<file path="config.mk">
export PLATFORM = sky130hd
export DESIGN_NAME = activation_pipe
export DESIGN_NICKNAME = d
export VERILOG_FILES = /design/src/rtl/act_pkg.sv /design/src/rtl/act_lane.sv /design/src/rtl/activation_pipe.sv
export SDC_FILE = /design/constraint.sdc
export NUM_CORES = 1
export LEC_CHECK = 0
export BUFFER_PORTS_ARGS = -buffer_cell sky130_fd_sc_hd__buf_4
export CAP_MARGIN = 40
export CORE_UTILIZATION = 39
export CTS_BUF_LIST = sky130_fd_sc_hd__clkbuf_8
export DETAILED_ROUTE_END_ITERATION = 12
export PLACE_DENSITY = 0.56
export SLEW_MARGIN = 0
export SYNTH_ARGS = -nofsm -noshare
export SYNTH_HDL_FRONTEND = slang
export SYNTH_SLANG_ARGS = --single-unit
</file>
<file path="constraint.sdc">
create_clock -name clk -period 7.5 [get_ports clk]
set_input_delay 0 -clock clk [delete_from_list [all_inputs] [get_ports clk]]
set_output_delay 0 -clock clk [all_outputs]
set_load 0.02 [all_outputs]
</file>
<file path="src/rtl/act_pkg.sv">
// act_pkg: shared types, fp16 constants, PLAN sigmoid breakpoints and the
// fp16 <-> S4.FRAC_W fixed-point conversion helpers for the activation pipe.
package act_pkg;

    localparam int unsigned FRAC_W   = 12;
    localparam int unsigned INT_W    = 4;
    localparam int unsigned MAG_W    = INT_W + FRAC_W;
    localparam int unsigned POS_W    = $clog2(MAG_W);
    localparam int unsigned FP_W     = 16;
    localparam int unsigned MANT_W   = 10;
    localparam int unsigned KEPT_W   = MANT_W + 1;
    localparam int unsigned SUM_W    = MANT_W + 2;
    localparam int unsigned EXP_BIAS = 15;
    // Exponent at which the 11-bit significand already sits at FRAC_W alignment
    localparam int unsigned FIX_EXP0 = EXP_BIAS + MANT_W - FRAC_W;
    localparam int unsigned EXP_SAT  = EXP_BIAS + INT_W;

    typedef enum logic [1:0] {
        MODE_SIGMOID = 2'b00,
        MODE_RELU    = 2'b01,
        MODE_TANH    = 2'b10,
        MODE_PASS    = 2'b11
    } act_mode_e;

    localparam logic [FP_W-1:0] FP16_ZERO = 16'h0000;
    localparam logic [FP_W-1:0] FP16_ONE  = 16'h3C00;
    localparam logic [FP_W-1:0] FP16_HALF = 16'h3800;
    localparam logic [FP_W-1:0] FP16_QNAN = 16'h7E00;
    localparam logic [FP_W-1:0] FP16_PINF = 16'h7C00;

    localparam logic [MAG_W-1:0] FIX_ONE   = MAG_W'(1 << FRAC_W);
    localparam logic [MAG_W-1:0] FIX_MAX   = '1;
    localparam logic [MAG_W-1:0] PLAN_BP1  = MAG_W'(1 << FRAC_W);
    localparam logic [MAG_W-1:0] PLAN_BP2  = MAG_W'(19 << (FRAC_W - 3));
    localparam logic [MAG_W-1:0] PLAN_BP3  = MAG_W'(5 << FRAC_W);
    localparam logic [MAG_W-1:0] PLAN_OFF1 = MAG_W'(1 << (FRAC_W - 1));
    localparam logic [MAG_W-1:0] PLAN_OFF2 = MAG_W'(5 << (FRAC_W - 3));
    localparam logic [MAG_W-1:0] PLAN_OFF3 = MAG_W'(27 << (FRAC_W - 5));

    typedef struct packed {
        logic             sign;
        logic             nan;
        logic             sat;
        logic [MAG_W-1:0] mag;
    } fix_t;

    // fp16 to sign/magnitude fixed point; low bits truncate, large values clip
    function automatic fix_t fp16_to_fix(input logic [FP_W-1:0] h);
        fix_t          f;
        logic [4:0]    e;
        logic [MANT_W:0] sig;
        e      = h[14:10];
        sig    = {1'b1, h[MANT_W-1:0]};
        f.sign = h[15];
        f.nan  = 1'b0;
        f.sat  = 1'b0;
        f.mag  = '0;
        if (h[14:0] == FP16_PINF[14:0]) begin
            f.sat = 1'b1;
            f.mag = FIX_MAX;
        end else if (e == 5'h1F) begin
            f.nan = 1'b1;
        end else if (e >= 5'(EXP_SAT)) begin
            f.sat = 1'b1;
            f.mag = FIX_MAX;
        end else if (e >= 5'(FIX_EXP0)) begin
            f.mag = MAG_W'(sig) << (e - 5'(FIX_EXP0));
        end else if (e != 5'd0) begin
            f.mag = MAG_W'(sig) >> (5'(FIX_EXP0) - e);
        end
        return f;
    endfunction

    // Three-segment PLAN sigmoid on |x|, mirrored for negative inputs
    function automatic logic [MAG_W-1:0] plan_sigmoid(input logic sign,
                                                      input logic [MAG_W-1:0] mag);
        logic [MAG_W-1:0] y;
        if (mag < PLAN_BP1)      y = (mag >> 2) + PLAN_OFF1;
        else if (mag < PLAN_BP2) y = (mag >> 3) + PLAN_OFF2;
        else if (mag < PLAN_BP3) y = (mag >> 5) + PLAN_OFF3;
        else                     y = FIX_ONE;
        if (sign) y = FIX_ONE - y;
        return y;
    endfunction

    // Sign/magnitude fixed point to fp16 with round-to-nearest-even
    function automatic logic [FP_W-1:0] fix_to_fp16(input logic sign,
                                                    input logic [MAG_W-1:0] mag);
        logic [POS_W-1:0]  p;
        logic [POS_W-1:0]  sh;
        logic [4:0]        e;
        logic [MAG_W-1:0]  low_mask;
        logic [KEPT_W-1:0] kept;
        logic [SUM_W-1:0]  sum;
        logic              rnd;
        logic [MANT_W-1:0] mant;
        p = '0;
        for (int unsigned i = 0; i < MAG_W; i++) begin
            if (mag[i]) p = POS_W'(i);
        end
        e = 5'(p) + 5'(EXP_BIAS - FRAC_W);
        if (p <= POS_W'(MANT_W)) begin
            mant = MANT_W'(mag << (POS_W'(MANT_W) - p));
        end else begin
            sh       = p - POS_W'(MANT_W);
            kept     = KEPT_W'(mag >> sh);
            low_mask = (MAG_W'(1) << (sh - POS_W'(1))) - MAG_W'(1);
            rnd      = mag[sh - POS_W'(1)] & ((|(mag & low_mask)) | kept[0]);
            sum      = {1'b0, kept} + SUM_W'(rnd);
            mant     = MANT_W'(sum);
            if (sum[SUM_W-1]) begin
                e    = e + 5'd1;
                mant = '0;
            end
        end
        return (mag == '0) ? FP16_ZERO : {sign, e, mant};
    endfunction

endpackage

</file>
<file path="src/rtl/act_lane.sv">
// act_lane: one fp16 lane of the activation pipe (S1 convert, S2 function,
// S3 back to fp16). Define ACT_TANH_EN to build the tanh path for mode 10.
module act_lane
    import act_pkg::*;
(
    input  logic            clk,
    input  logic            reset_b,
    input  logic            en1,
    input  logic            en2,
    input  logic            en3,
    input  logic [FP_W-1:0] in_data,
    input  act_mode_e       s1_mode,
    output logic [FP_W-1:0] out_data,
    output logic            out_sat
);

    fix_t             s1_fix;
    logic [FP_W-1:0]  s1_raw;
    logic             s2_byp;
    logic [FP_W-1:0]  s2_byp_data;
    logic             s2_sign;
    logic [MAG_W-1:0] s2_mag;
    logic             s2_sat;

    logic             s2_byp_c;
    logic [FP_W-1:0]  s2_byp_data_c;
    logic             s2_sign_c;
    logic [MAG_W-1:0] s2_mag_c;
    logic             s2_sat_c;

`ifdef ACT_TANH_EN
    logic [MAG_W:0]   tanh_dbl;
    logic [MAG_W-1:0] tanh_x2;
    logic [MAG_W-1:0] tanh_sig;
    logic [MAG_W:0]   tanh_two;
    logic [MAG_W:0]   tanh_one;
`endif

    // S2 function select; ReLU and pass bypass the fixed-point path bit-exact
    always_comb begin
        s2_byp_c      = 1'b1;
        s2_byp_data_c = s1_raw;
        s2_sign_c     = 1'b0;
        s2_mag_c      = '0;
        s2_sat_c      = 1'b0;
`ifdef ACT_TANH_EN
        tanh_dbl = {s1_fix.mag, 1'b0};
        tanh_x2  = tanh_dbl[MAG_W] ? FIX_MAX : tanh_dbl[MAG_W-1:0];
        tanh_sig = plan_sigmoid(s1_fix.sign, tanh_x2);
        tanh_two = {tanh_sig, 1'b0};
        tanh_one = {1'b0, FIX_ONE};
`endif
        case (s1_mode)
            MODE_SIGMOID: begin
                if (s1_fix.nan) begin
                    s2_byp_data_c = FP16_QNAN;
                end else begin
                    s2_byp_c = 1'b0;
                    s2_mag_c = plan_sigmoid(s1_fix.sign, s1_fix.mag);
                    s2_sat_c = s1_fix.sat;
                end
            end
            MODE_RELU: begin
                if (s1_fix.nan)     s2_byp_data_c = FP16_QNAN;
                else if (s1_raw[15]) s2_byp_data_c = FP16_ZERO;
            end
`ifdef ACT_TANH_EN
            // tanh(x) = 2*sigmoid(2x) - 1, signed result in Q1.FRAC_W
            MODE_TANH: begin
                if (s1_fix.nan) begin
                    s2_byp_data_c = FP16_QNAN;
                end else begin
                    s2_byp_c = 1'b0;
                    s2_sat_c = s1_fix.sat;
                    if (tanh_two >= tanh_one) begin
                        s2_mag_c = MAG_W'(tanh_two - tanh_one);
                    end else begin
                        s2_sign_c = 1'b1;
                        s2_mag_c  = MAG_W'(tanh_one - tanh_two);
                    end
                end
            end
`endif
            default: ;
        endcase
    end

    always_ff @(posedge clk) begin
        if (!reset_b) begin
            s1_fix      <= '0;
            s1_raw      <= '0;
            s2_byp      <= 1'b0;
            s2_byp_data <= '0;
            s2_sign     <= 1'b0;
            s2_mag      <= '0;
            s2_sat      <= 1'b0;
            out_data    <= '0;
            out_sat     <= 1'b0;
        end else begin
            if (en1) begin
                s1_fix <= fp16_to_fix(in_data);
                s1_raw <= in_data;
            end
            if (en2) begin
                s2_byp      <= s2_byp_c;
                s2_byp_data <= s2_byp_data_c;
                s2_sign     <= s2_sign_c;
                s2_mag      <= s2_mag_c;
                s2_sat      <= s2_sat_c;
            end
            if (en3) begin
                out_data <= s2_byp ? s2_byp_data : fix_to_fp16(s2_sign, s2_mag);
                out_sat  <= s2_sat;
            end
        end
    end

endmodule

</file>
<file path="src/rtl/activation_pipe.sv">
// activation_pipe: LANES-wide, 3-stage valid/ready fp16 activation unit.
// Define ACT_TANH_EN to enable tanh on mode 10 (otherwise mode 10 passes through).
module activation_pipe
    import act_pkg::*;
#(
    parameter int unsigned LANES = 4
) (
    input  logic                  clk,
    input  logic                  reset_b,
    input  logic                  in_valid,
    output logic                  in_ready,
    input  logic [1:0]            in_mode,
    input  logic [LANES*FP_W-1:0] in_data,
    output logic                  out_valid,
    input  logic                  out_ready,
    output logic [1:0]            out_mode,
    output logic [LANES*FP_W-1:0] out_data,
    output logic [LANES-1:0]      out_sat
);

    logic      v1;
    logic      v2;
    act_mode_e m1;
    act_mode_e m2;
    logic      ld1;
    logic      ld2;
    logic      ld3;

    // A stage loads when empty or when its content moves on; bubbles collapse
    assign ld3      = !out_valid || out_ready;
    assign ld2      = !v2 || ld3;
    assign ld1      = !v1 || ld2;
    assign in_ready = ld1;

    always_ff @(posedge clk) begin
        if (!reset_b) begin
            v1        <= 1'b0;
            v2        <= 1'b0;
            out_valid <= 1'b0;
            m1        <= MODE_SIGMOID;
            m2        <= MODE_SIGMOID;
            out_mode  <= '0;
        end else begin
            if (ld1) begin
                v1 <= in_valid;
                if (in_valid) m1 <= act_mode_e'(in_mode);
            end
            if (ld2) begin
                v2 <= v1;
                if (v1) m2 <= m1;
            end
            if (ld3) begin
                out_valid <= v2;
                if (v2) out_mode <= m2;
            end
        end
    end

    for (genvar k = 0; k < LANES; k++) begin : g_lane
        act_lane u_lane (
            .clk      (clk),
            .reset_b  (reset_b),
            .en1      (ld1 && in_valid),
            .en2      (ld2 && v1),
            .en3      (ld3 && v2),
            .in_data  (in_data[FP_W*k +: FP_W]),
            .s1_mode  (m1),
            .out_data (out_data[FP_W*k +: FP_W]),
            .out_sat  (out_sat[k])
        );
    end

endmodule
</file>
# Yosys cells after proc, flatten, opt, wreduce, memory -nomap -nowiden

Cells that the tools add are included.
W data, S select, Z words.

Input bits: 70
Logic and storage cells: 392
Output and inout port bits: 72
Register bits: 353

Reductions and logical operators: 25
Shift operators: 20
Equality and inequality tests: 9
Bitwise gates (word level): 12
Add/subtract/negate cells: 52
Multiplexer cells: 196
Order comparisons: 28

Operators with widths:

| kind                     | count |
|---|---|
| $mux W16                 | 56 |
| $mux W4                  | 40 |
| $mux W17                 | 8 |
| $pmux W16 S2             | 4 |
| $mux W15                 | 8 |
| $mux W10                 | 8 |
| $and A16 B16 Y16         | 4 |
| $logic_not A16 Y1        | 4 |
| $lt A16 B13 Y1 const B   | 4 |
| $lt A16 B14 Y1 const B   | 4 |
| $lt A16 B15 Y1 const B   | 4 |
| $reduce_or A16 Y1        | 4 |
| $shl A1 B4 Y16 const A   | 4 |
| $shl A11 B5 Y16          | 4 |
| $shl A16 B4 Y10          | 4 |
| $shr A11 B5 Y16          | 4 |
| $shr A16 B4 Y11          | 4 |
| $sub A13 B16 Y16 const A | 4 |
| $sub A16 B2 Y16 const B  | 4 |
| $add A14 B12 Y15 const B | 4 |
| $eq A15 B15 Y1 const B   | 4 |
| $add A13 B12 Y14 const B | 4 |
| $add A11 B12 Y13 const B | 4 |
| $add A11 B1 Y12          | 4 |
| other kinds (26)         | 146 |

# Longest topological paths before layout

Depth in word-level cells: 30
Depth in mapped cells: 25
Depth with buffers taken out: 21

# Modules after synthesis

A second synthesis with hierarchy kept.

Cells, all modules: 4135
Area total of the unflattened synthesis: 30665.7 um2

Modules (own cells, without submodules):

| module                          | area an instance (um2) | cells each | times used | sequential area each (um2) |
|---|---|---|---|---|
| act_lane (g_lane[0].u_lane ...) | 7568.5                 | 1024       | 3          | 1661.6 |
| act_lane (g_lane[3].u_lane)     | 7594.8                 | 1023       | 1          | 1661.6 |
| activation_pipe                 | 365.4                  | 40         | 1          | 180.2 |

# Least setup slack after synthesis

OpenSTA, ideal clock, no wires.

Path type: register to register
Start: register g_lane[1].u_lane.s2_mag[8]
End: register g_lane[1].u_lane.out_data[0]
Data required time: 7.375 ns
Clock period less this slack: 4.933 ns
Path buffers: 4
Cell stages (with the launch flop): 24
Setup time: 0.125 ns
Arrival time: 4.808 ns
Setup slack: 2.567 ns
Path through: dfxtp_1 buf_2 or4_1 o21ai_1 inv_1 ha_1 inv_1 nand3_1 and2_1 buf_4 or3_1 and2_1 buf_2 nor2_1 nand2_1 ha_1 clkbuf_1 a32oi_1 o21ai_0 a41oi_1 o21ai_0 a311oi_1 nand4_1 o41a_1

Longest elaborated chain between the ends: 23
Elaborated cells between the ends (all ways): 30
Classes of those cells: add/sub (5); order compare (1); shift (3); mux (16); bitwise (3); reduce/logical (2)

RTL lines:

| what                   | line                           | text |
|---|---|---|
| from (decl)            | act_lane.sv:22                 | `logic [MAG_W-1:0] s2_mag;` |
| from (signal assigned) | act_lane.sv:108                | `s2_mag <= s2_mag_c;` |
| $mux W4 (8 in a row)   | act_pkg.sv:99                  | `if (mag[i]) p = POS_W'(i);` |
| $mux W4                | act_lane.sv:111                | `if (en3) begin` |
| $mux W4                | act_lane.sv:89                 | `if (!reset_b) begin` |
| $sub A4 B4 Y4          | act_pkg.sv:105                 | `sh = p - POS_W'(MANT_W);` |
| $sub A4 B1 Y4          | act_pkg.sv:107, act_pkg.sv:108 |  |
| $shl A1 B4 Y16         | act_pkg.sv:107                 | `low_mask = (MAG_W'(1) << (sh - POS_W'(1))) - MAG_W'(1);` |
| $sub A16 B2 Y16        | act_pkg.sv:107                 |  |
| $and A16 B16 Y16       | act_pkg.sv:108                 | `rnd = mag[sh - POS_W'(1)] & ((\|(mag & low_mask)) \| kept[0]);` |
| $reduce_or A16 Y1      | act_pkg.sv:108                 |  |
| $or A1 B1 Y1           | act_pkg.sv:108                 |  |
| $and A1 B1 Y1          | act_pkg.sv:108                 |  |
| $add A11 B1 Y12        | act_pkg.sv:109                 | `sum = {1'b0, kept} + SUM_W'(rnd);` |
| $mux W10               | act_pkg.sv:111                 | `if (sum[SUM_W-1]) begin` |
| $mux W10               | act_pkg.sv:102                 | `if (p <= POS_W'(MANT_W)) begin` |
| $mux W15 (*)           | act_pkg.sv:116                 | `return (mag == '0) ? FP16_ZERO : {sign, e, mant};` |
| $mux W16 (*)           | act_lane.sv:112                | `out_data <= s2_byp ? s2_byp_data : fix_to_fp16(s2_sign, s2_mag);` |
| to (signal assigned)   | act_lane.sv:112                |  |
| to (decl)              | act_lane.sv:13                 | `output logic [FP_W-1:0] out_data,` |

Every way passes the cells marked *; elsewhere a longest branch is shown, timed or not. The select of a mux whose other input is x is not followed.
A chain may end at the register's enable or synchronous reset.

# Worst setup path after layout

Start: register g_lane[1].u_lane.s2_mag[15]
End: register g_lane[1].u_lane.out_data[0]

Longest elaborated chain between the ends: 16
Elaborated cells between the ends (all ways): 23
Classes of those cells: add/sub (5); order compare (1); shift (3); mux (9); bitwise (3); reduce/logical (2)

RTL lines:

| what              | line |
|---|---|
| $mux W4           | act_pkg.sv:99 |
| $mux W4           | act_lane.sv:111 |
| $mux W4           | act_lane.sv:89 |
| $sub A4 B4 Y4     | act_pkg.sv:105 |
| $sub A4 B1 Y4     | act_pkg.sv:107, act_pkg.sv:108 |
| $shl A1 B4 Y16    | act_pkg.sv:107 |
| $sub A16 B2 Y16   | act_pkg.sv:107 |
| $and A16 B16 Y16  | act_pkg.sv:108 |
| $reduce_or A16 Y1 | act_pkg.sv:108 |
| $or A1 B1 Y1      | act_pkg.sv:108 |
| $and A1 B1 Y1     | act_pkg.sv:108 |
| $add A11 B1 Y12   | act_pkg.sv:109 |
| $mux W10          | act_pkg.sv:111 |
| $mux W10          | act_pkg.sv:102 |
| $mux W15 (*)      | act_pkg.sv:116 |
| $mux W16 (*)      | act_lane.sv:112 |

Marks and branches as above.

==> qor.yml <==
cts.path.max_buffers: 3
grt_pass1_vias: 28400
coreArea_um2: 74800
numCtsBuffers: 68
nets: 4279
area.growth.synth_to_final_pct: 12.3
r2r_start: "g_lane[1].u_lane.s2_mag[15]"
fmax_mhz: 166
crit_arrival_ps: 6580
start_util_pct: 39.6
layout_worst_path_cycle_share_pct: 80.2
cts.root.buffer_cell: "clkbuf_8"
cts_tree: "done"
clkSinkCount: 341
fin_tns_setup_ps: 0
row_count: 100
fin_ws_ps: 1480
overflow: 0
cp.required_ps: 8060
drc: 0
gr-usage-all-layers_pct: 26.6
maxSlewHeadroom_pct: 30.9
hold_viol: 0
setup_viol: 0
antenna_found_initial: 3
holdCritStartpoint: "in_data[1]"
die_w_um: 278
synth_top_area_cell: "dfxtp_1"
yosysSeqAreaShare_pct: 23.0
synth-seq-cells: 341
period_needed_ps: 6020
post_cts_resized: 0
worst_slew_pin_slew_ps: 1030
rsz0062_at_grt: "no"
yosys_warnings: 0
peakVddDrop_uv: 142
syn_area_um2: 29700
first_pass_iters: 7
die_y_um: 278
critPathLaunch: "g_lane[1].u_lane.s2_mag[15]"
clock_skew_ps: 32.7
finalMaxSlewViolations: 0
clkTransAtPathRegs_ps: 70
p_per_area_nw_per_um2: 269
utilization_pct: 44.5
synth.area.top_cells: "dfxtp_1 (23%), nand2_1 (6.9%), o21ai_0 (5.7%)"
synth-edff-count: 0
viasPerCell: 6.05
hold-worst-slack_ps: 179
crit_chain: "nor2_1 > o31ai_1 > a21o_1 > inv_1 > ha_1 > inv_1 > nand3_1 > and2_1 > or3_1 > and2_1 > nor2_1 > nand2_1 > ha_1 > a32oi_1 > o21ai_0 > a41oi_1 > o21ai_0 > a311oi_1 > nand4_1 > o41a_1"
async_reset_ff_share_pct: 0
endpoint_kind: "flop"
htree_levels: 3
crit_fanout: 22
clock_latency_ps: 670
maxCapViolations: 0
synth_cells: 4068
finish.instance_area_um2: 33300
place.gp.congestion: 0.962
start_kind: "flop"
cpPeakStageDelay_ps: 720
place_ws_ps: 1570
status: "completed"
die_area_um2: 77100
drtIter0Drc: 3082
ys_types: 104
drive_above_1_share_pct: 10.4
vias: 30900
synth_ff_type: "dfxtp_1"
placed_cell_area_um2: 31100
wl_per_cell_um: 20.7
io_buffers: 141
synth_top_area_share_pct: 23.0
slowest_stage: "dfxtp_1"
grt_pass1_wl_mm: 167
grt_max_degree: 97
leakage_uw: 0.0125
critPathKind: "reg2reg"
worstHoldPathType: "in2reg"
avgSynthCellArea_um2: 7.29
routed_wirelength_mm: 106
syn_nets: 4266
io_pins: 142
dp_hpwl_mm: 76.0
ant_nets: 0
-- layout make-up --
| class | count | area [um2] |
|---|---|---|
| Fill cell | 7684 | 41500 |
| Multi-Input combinational cell | 3276 | 21100 |
| Sequential cell | 341 | 6830 |
| Timing Repair Buffer | 273 | 2250 |
| Tap cell | 969 | 1210 |
| Clock buffer | 83 | 1140 |
| Inverter | 121 | 454 |
| Clock inverter | 38 | 282 |
| Antenna cell | 2 | 5.00 |
-- cell usage after synthesis (21+ instances only) --
cell type,count
o22ai_1,34
o31ai_1,43
nor4_1,38
nor2_1,273
a22oi_1,109
and2_1,28
mux2_2,33
mux2i_1,76
buf_2,21
nand2_1,542
ha_1,128
mux4_2,29
o21ai_0,339
o21a_1,23
nand3_1,104
o211ai_1,46
a211oi_1,56
and3_1,34
a31oi_1,78
nand4_1,31
a221oi_1,50
xor2_1,47
dfxtp_1,341
xnor2_1,95
nand2b_1,38
clkbuf_1,278
or3_1,24
nor2b_1,127
nor3_1,86
buf_1,23
a21boi_0,131
inv_1,108
a21o_1,29
a21oi_1,301
-- layout by cell type (no fill, tap or decap), types with 46 or more instances in the layout --
master,n
nor3_1,84
xor2_1,47
nand2_1,540
nor2_1,272
a21boi_0,131
a221oi_1,50
a21oi_1,301
xnor2_1,95
ha_1,128
nand3_1,104
inv_1,125
mux2i_1,76
a31oi_1,77
o21ai_0,339
clkbuf_8,84
dfxtp_1,341
nor2b_1,126
a22oi_1,109
buf_4,192
a211oi_1,56
o211ai_1,46
dlygate4sd3_1,77
-- path summary, 6_finish.rpt --
kind                            slack [ps]                            to  depth (start not counted)
worst max-delay path                  1480  g_lane[1].u_lane.out_data[0]                         20
worst min-delay path                   180    g_lane[0].u_lane.s1_raw[1]                          4
worst min register to register         460    g_lane[1].u_lane.s1_raw[7]                          2
worst max register to register        1480  g_lane[1].u_lane.out_data[0]                         20
-- stage by stage --
| stage | power (uW) | instances |
|---|---|---|
| global placement | 6830 | 4885 |
| floorplan | 5560 | 4068 |
| finish | 8950 | 5103 |
| global route | 9530 | 5102 |
| CTS | 8890 | 5100 |
| detailed placement | 6780 | 4902 |
-- layer usage --
layer	track usage [%]	part of all wire [%]	routed length [um]	vias up
li1	-	-	-	15000
met1	38.3	47	49700	14500
met2	41.9	45	47200	1207
met3	3.07	6.4	6740	149
met4	6.28	2.0	2110	2
met5	0	0.012	13	-
-- report_power, final --
part | switching (uW) | total, uW | internal (uW)
logic | 3150 | 4850 | 1700
registers | 152 | 2060 | 1910
clock network | 893 | 2030 | 1140
total | 4200 | 8950 | 4750
-- registers in the layout (all words and copies together) (netlist names), 4 cells and up --
signal	count
g_lane.u_lane.s2_sat	4
g_lane.u_lane.s1_fix	64
g_lane.u_lane.s2_byp_data	64
g_lane.u_lane.s2_byp	4
g_lane.u_lane.out_sat	4
g_lane.u_lane.out_data	64
g_lane.u_lane.s1_raw	64
g_lane.u_lane.s2_mag	64
-- worst max-delay path, delay by kind of cell (launching register included) --
| kind | cells | cell delay (ps) |
|---|---|---|
| compound gates | 8 | 1990 |
| buf+inv | 2 | 640 |
| fa+ha+maj | 2 | 680 |
| flops | 1 | 720 |
| simple gates | 8 | 1880 |
-- cell families (layout without fill, tap and decap cells) --
family | Yosys count | count (layout) | share of synthesized area [%]
compound gates | 1469 | 1469 | 32.8
simple gates | 1397 | 1397 | 22.5
buf+inv | 451 | 515 | 5.94
flops | 341 | 341 | 23.0
xor+xnor | 143 | 143 | 4.25
mux | 139 | 139 | 6.06
fa+ha+maj | 128 | 128 | 5.40
other cells | 0 | 2 | 0
-- repair_timing --
item / CTS / global route
endpoints found under the hold margin: 160 / 0
endpoints found under the setup margin: 0 / 0
setup buffers: 0 / 0
hold buffers: 77 / 0
Note: power is estimated with default switching activity, not from simulation.
